**src/rtl/uart_tx_mmio_if.sv**
```systemverilog
// Store-path strobe/data from the I/O address decode plus the status lines that
// software polls through the load mux, bundled between CPU glue and the UART.
interface uart_tx_mmio_if #(
    parameter int DEPTH = 4
);
    localparam int LVL_W = $clog2(DEPTH) + 1;

    logic             wr_en;
    logic [7:0]       wr_data;
    logic             clr_ovf;
    logic             txd;
    logic             busy;
    logic             empty;
    logic             full;
    logic [LVL_W-1:0] level;
    logic             overflow;

    modport master (
        output wr_en, wr_data, clr_ovf,
        input  txd, busy, empty, full, level, overflow
    );

    modport slave (
        input  wr_en, wr_data, clr_ovf,
        output txd, busy, empty, full, level, overflow
    );
endinterface

```
**src/rtl/uart_tx_mmio.sv**
```systemverilog
// Memory-mapped 8N1 UART transmitter: stores push bytes into a small FIFO and a
// baud-timed FSM serialises them LSB first onto txd, back-to-back when queued.
module uart_tx_mmio #(
    parameter int CLK_FREQ = 50000000,
    parameter int BAUD     = 115200,
    parameter int DEPTH    = 4
) (
    input  logic          clk,
    input  logic          rst,
    uart_tx_mmio_if.slave bus
);
    localparam int CLKS_PER_BIT = CLK_FREQ / BAUD;
    localparam int CNT_W        = (CLKS_PER_BIT > 1) ? $clog2(CLKS_PER_BIT) : 1;
    localparam int PTR_W        = $clog2(DEPTH);
    localparam int LVL_W        = PTR_W + 1;

    localparam logic [CNT_W-1:0] BAUD_LAST = CNT_W'(CLKS_PER_BIT - 1);
    localparam logic [LVL_W-1:0] LVL_FULL  = LVL_W'(DEPTH);

    typedef enum logic [1:0] {
        S_IDLE,
        S_START,
        S_DATA,
        S_STOP
    } state_e;

    state_e           r_state;
    state_e           w_state_next;

    logic [7:0]       r_mem [DEPTH];
    logic [PTR_W-1:0] r_wptr;
    logic [PTR_W-1:0] r_rptr;
    logic [LVL_W-1:0] r_level;
    logic             r_overflow;

    logic [7:0]       r_shift;
    logic [CNT_W-1:0] r_baud_cnt;
    logic [2:0]       r_bit_idx;
    logic             r_txd;

    logic             w_empty;
    logic             w_full;
    logic             w_pop;
    logic             w_push;
    logic             w_drop;
    logic             w_baud_done;
    logic             w_txd_next;

    assign w_empty     = (r_level == '0);
    assign w_full      = (r_level == LVL_FULL);
    assign w_baud_done = (r_baud_cnt == BAUD_LAST);

    // A pop in the same cycle frees the slot, so a push into a full FIFO still lands.
    assign w_push = bus.wr_en && (!w_full || w_pop);
    assign w_drop = bus.wr_en && w_full && !w_pop;

    always_ff @(posedge clk or negedge rst) begin
        if (!rst) begin
            r_state <= S_IDLE;
        end else begin
            r_state <= w_state_next;
        end
    end

    // NOTE: every output of this block gets a default first, so no path can infer a latch.
    always_comb begin
        w_state_next = r_state;
        w_pop        = 1'b0;
        w_txd_next   = 1'b1;
        case (r_state)
            S_IDLE: begin
                if (!w_empty) begin
                    w_pop        = 1'b1;
                    w_state_next = S_START;
                    w_txd_next   = 1'b0;
                end
            end
            S_START: begin
                w_txd_next = 1'b0;
                if (w_baud_done) begin
                    w_state_next = S_DATA;
                    w_txd_next   = r_shift[0];
                end
            end
            S_DATA: begin
                w_txd_next = r_shift[0];
                if (w_baud_done) begin
                    if (r_bit_idx == 3'd7) begin
                        w_state_next = S_STOP;
                        w_txd_next   = 1'b1;
                    end else begin
                        w_txd_next = r_shift[1];
                    end
                end
            end
            S_STOP: begin
                if (w_baud_done) begin
                    if (!w_empty) begin
                        w_pop        = 1'b1;
                        w_state_next = S_START;
                        w_txd_next   = 1'b0;
                    end else begin
                        w_state_next = S_IDLE;
                    end
                end
            end
            default: w_state_next = S_IDLE;
        endcase
    end

    // NOTE: state uses non-blocking assignments so every register samples pre-edge values.
    always_ff @(posedge clk or negedge rst) begin
        if (!rst) begin
            r_txd      <= 1'b1;
            r_shift    <= '0;
            r_baud_cnt <= '0;
            r_bit_idx  <= '0;
        end else begin
            r_txd <= w_txd_next;
            if (w_pop) begin
                r_shift    <= r_mem[r_rptr];
                r_baud_cnt <= '0;
            end else if (r_state != S_IDLE) begin
                r_baud_cnt <= w_baud_done ? '0 : r_baud_cnt + 1'b1;
                if (w_baud_done && r_state == S_START) begin
                    r_bit_idx <= '0;
                end else if (w_baud_done && r_state == S_DATA) begin
                    r_shift   <= r_shift >> 1;
                    r_bit_idx <= r_bit_idx + 1'b1;
                end
            end
        end
    end

    // NOTE: storage is not reset; reset empties the FIFO through pointers and level alone.
    always_ff @(posedge clk) begin
        if (w_push) begin
            r_mem[r_wptr] <= bus.wr_data;
        end
    end

    always_ff @(posedge clk or negedge rst) begin
        if (!rst) begin
            r_wptr     <= '0;
            r_rptr     <= '0;
            r_level    <= '0;
            r_overflow <= 1'b0;
        end else begin
            if (w_push) r_wptr <= r_wptr + 1'b1;
            if (w_pop)  r_rptr <= r_rptr + 1'b1;
            case ({w_push, w_pop})
                2'b10:   r_level <= r_level + 1'b1;
                2'b01:   r_level <= r_level - 1'b1;
                default: r_level <= r_level;
            endcase
            if (w_drop) begin
                r_overflow <= 1'b1;
            end else if (bus.clr_ovf) begin
                r_overflow <= 1'b0;
            end
        end
    end

    assign bus.txd      = r_txd;
    assign bus.busy     = (r_state != S_IDLE);
    assign bus.empty    = w_empty;
    assign bus.full     = w_full;
    assign bus.level    = r_level;
    assign bus.overflow = r_overflow;
endmodule
```
**src/flat_wrapper.sv**
```systemverilog
// flat-port wrapper written by rule: the top's interface ports become plain ports
module uart_tx_mmio_flat 
#(
    parameter int CLK_FREQ = 50000000,
    parameter int BAUD     = 115200,
    parameter int DEPTH    = 4
)
  (clk, rst, bus_wr_en, bus_wr_data, bus_clr_ovf, bus_txd, bus_busy, bus_empty, bus_full, bus_level, bus_overflow);
  uart_tx_mmio_if #(.DEPTH(DEPTH)) bus_i ();
  input  logic clk;
  input  logic rst;
  input wire logic [$bits(bus_i.wr_en)-1:0] bus_wr_en;
  input wire logic [$bits(bus_i.wr_data)-1:0] bus_wr_data;
  input wire logic [$bits(bus_i.clr_ovf)-1:0] bus_clr_ovf;
  output wire logic [$bits(bus_i.txd)-1:0] bus_txd;
  output wire logic [$bits(bus_i.busy)-1:0] bus_busy;
  output wire logic [$bits(bus_i.empty)-1:0] bus_empty;
  output wire logic [$bits(bus_i.full)-1:0] bus_full;
  output wire logic [$bits(bus_i.level)-1:0] bus_level;
  output wire logic [$bits(bus_i.overflow)-1:0] bus_overflow;
  assign bus_i.wr_en = bus_wr_en;
  assign bus_i.wr_data = bus_wr_data;
  assign bus_i.clr_ovf = bus_clr_ovf;
  assign bus_txd = bus_i.txd;
  assign bus_busy = bus_i.busy;
  assign bus_empty = bus_i.empty;
  assign bus_full = bus_i.full;
  assign bus_level = bus_i.level;
  assign bus_overflow = bus_i.overflow;
  uart_tx_mmio #(.CLK_FREQ(CLK_FREQ), .BAUD(BAUD), .DEPTH(DEPTH)) u_core (.clk(clk), .rst(rst), .bus(bus_i));
endmodule
```
**config.mk**
```make
export PLATFORM = sky130hd
export DESIGN_NAME = uart_tx_mmio_flat
export DESIGN_NICKNAME = d
export VERILOG_FILES = /design/src/rtl/uart_tx_mmio_if.sv /design/src/rtl/uart_tx_mmio.sv /design/src/flat_wrapper.sv
export SDC_FILE = /design/constraint.sdc
export NUM_CORES = 1
export LEC_CHECK = 0
export CORE_MARGIN = 1.5
export CORE_UTILIZATION = 45
export CTS_CLUSTER_DIAMETER = 80
export DETAILED_ROUTE_END_ITERATION = 10
export DONT_BUFFER_PORTS = 1
export PLACE_DENSITY = 0.66
export SLEW_MARGIN = 20
export SYNTH_ARGS = -nofsm -noshare
export SYNTH_HDL_FRONTEND = slang
export SYNTH_SLANG_ARGS = --single-unit
```
**constraint.sdc**
```tcl
create_clock -name clk -period 3 [get_ports clk]
set_clock_uncertainty 0.05 [all_clocks]
set_input_delay 0.6 -clock clk [delete_from_list [all_inputs] [get_ports clk]]
set_output_delay 0.6 -clock clk [all_outputs]
set_load 0.005 [all_outputs]
```
==> reports/qor.csv <==
stage,metric,value,unit
status,outcome,"complete, no violations",
drt,routedWlPerCell,16.0,µm
timing,rsz0062_at_grt,false,
pwr,max-vdd-ir-drop,490,µV
yosys,synth_area_leaders,"edfxtp_1, dfrtp_1, mux4_2",
global_route,grt_pass1_wl,8570,µm
placement,dp_cells,294,
critical_path,arrival,2880,ps
timing,min_period,2690,ps
timing,relSlewSlack,0.552,
timing,slew_viol_final,0,
critical_path,worst-setup-path-type,reg2reg,
global_route,grt_pass1_vias,1771,
yosys,async_flop_share,0.492,
cts,post_cts_buffers,0,
critical_path,ff2ff_path_depth,8,
yosys,avgSynthCellArea,13.4,µm²
placement,gp_congestion,0.750,
layout,antenna_cells,0,
pwr,power_leakage,0.00128,µW
hold_path,hold_class,in2async,
cts,tritoncts,built,
global_route,antenna_found_initial,0,
critical_path,worstPathRequired,3200,ps
critical_path,rr_startpoint,u_core.r_state[0]$_DFFE_PN0P_,
yosys,synth_area_leader_cell,edfxtp_1,
timing,fin_crit_sh,0.896,
global_route,overflow,0,
floorplan,chipWidth,84.4,µm
yosys,synth_cell_types,51,
drt,wl,4960,µm
global_route,grt_max_degree,31,
cts,clk_pin_slew,70,ps
yosys,ys_ff_latch,63,
cts,hold_buffers,1,
floorplan,rows,29,
drt,antenna_left,0,
yosys,yosys_warnings,0,
critical_path,critPathLaunchType,flip-flop,
floorplan,die_h,84.4,µm
floorplan,dieArea,7120,µm²
drt,drt_iter0_markers,76,
cts,cts.sinks,63,
layout,final_nets,255,
layout,fin_cells,310,
yosys,syn-instance-count,222,
drt,viasPerCell,5.51,
cts,htree_levels,3,
placement,hpwl,3400,µm
cts,cts_buffers,9,
timing,worst_slew_pin_slew,669,ps
yosys,synth_edf_count,32,
yosys,synthesis.nets,248,
floorplan,initial_core_util,0.467,
yosys,netlist.area_leader.share,0.322,
yosys,seq_area_frac_synth,0.583,
pwr,power_density,971,nW/µm²
critical_path,end_kind,flip-flop,
placement,numPortBuffers,0,
layout,final_cell_mix,"edfxtp_1, dfrtp_1, nand2_1, inv_1, ha_1",
global_route,grt_usage,0.156,
timing,fmax,0.372,GHz
critical_path,path_max_fanout,6,
floorplan,core_area,6390,µm²
drt,drc,0,
job,drv_cap,0,
layout,layout_commonest_cell,edfxtp_1,
layout,drive_gt1_frac,0.163,
drt,vias,1708,
timing,tns,0,ps
timing,finalHoldViolCount,0,
floorplan,pin_count,20,
layout,area_growth,10.2,%
yosys,synth-main-ff-cell,edfxtp_1,
critical_path,r2r_setup_slack,310,ps
critical_path,r2r_end,u_core.bus.level[1]$_DFFE_PN0P_,
cts,clock_latency,340,ps
timing,setup_viol,0,
cts,ctsResizeCount,0,
drt,drt_pass1_iterations,4,
cts,clk_path_buf_depth,2,
cts,clockRootBuffer,clkbuf_8,
yosys,synth_area,2980,µm²
## worst max-delay path, cell delays in order, from the launching register on
cell and delay (ps):
dfrtp_1 430, inv_1 110, ha_1 350, nor2_1 230, a22o_1 250, nand2_1 110
fa_1 470, or4_1 530, o221ai_1 90
## registers in the layout, summed over array words and instances (netlist names)
register,count
u_core.r_wptr,2
u_core.r_mem,32
u_core.r_shift,8
u_core.bus.level,3
u_core.r_baud_cnt,9
u_core.r_state,2
u_core.bus.txd,1
u_core.r_rptr,2
u_core.bus.overflow,1
u_core.r_bit_idx,3
## per-layer routing
metal  global-route usage  vias to the layer above  part of all wire
met3               0.0452                       15             0.038
met1                0.207                      834              0.48
li1                     -                      829                 -
met5                    0                        -                 0
met4               0.0704                        0             0.017
met2                0.240                       30              0.46
## worst max path at each step
stage,startpoint,end
final,u_core.r_state[0]$_DFFE_PN0P_,u_core.bus.level[1]$_DFFE_PN0P_
after global routing,u_core.r_state[0]$_DFFE_PN0P_,u_core.bus.level[1]$_DFFE_PN0P_
after CTS,u_core.r_state[0]$_DFFE_PN0P_,u_core.bus.level[1]$_DFFE_PN0P_
after detailed placement,u_core.r_state[0]$_DFFE_PN0P_,u_core.bus.level[1]$_DFFE_PN0P_
after global placement,u_core.r_state[0]$_DFFE_PN0P_,u_core.bus.level[1]$_DFFE_PN0P_
after floorplan,u_core.r_baud_cnt[1]$_DFFE_PN0P_,u_core.bus.level[1]$_DFFE_PN0P_
## kinds of logic after synthesis
kind of cell,synth area share
adders and majority gates,0.0613
buffers and inverters,0.0361
xor gates and xnor gates,0.0235
DFF,0.583
and+or+nand+nor,0.119
muxes,0.0945
AOI/OAI and AO/OA,0.0827
## synth_stat cells (5+ instances only)
library cell / n
a21oi_1: 5
dfrtp_1: 30
edfxtp_1: 32
ha_1: 13
inv_1: 15
mux2i_1: 9
mux4_2: 8
nand2_1: 18
nand3_1: 5
nor2_1: 10
o21ai_0: 12
xnor2_1: 6
## final cells by class
type	instances	area [µm²]
Sequential cell	63	1740
Tap cell	77	96.3
Multi-Input combinational cell	135	1130
Clock buffer	9	124
Clock inverter	6	86.3
Fill cell	541	3100
Inverter	15	56.3
Timing Repair Buffer	5	50.0
## per-stage QoR
step                      hold slack, ps  power, µW  utilization  worst slack, ps  cell area, µm²
final                               28.2       3190        0.514              311            3290
after global routing                30.4       3420        0.514              164            3290
after CTS                           30.4       3220        0.514              316            3290
after detailed placement             256       2420        0.478              329            3060
after global placement               256       2390        0.478              417            3060
after floorplan                      254       2180            -              222            2980
## power by group
group	internal, µW	switching (µW)
Sequential	1170	213
Combinational	464	553
Clock	461	324
Power figures use the tool's default switching activity.
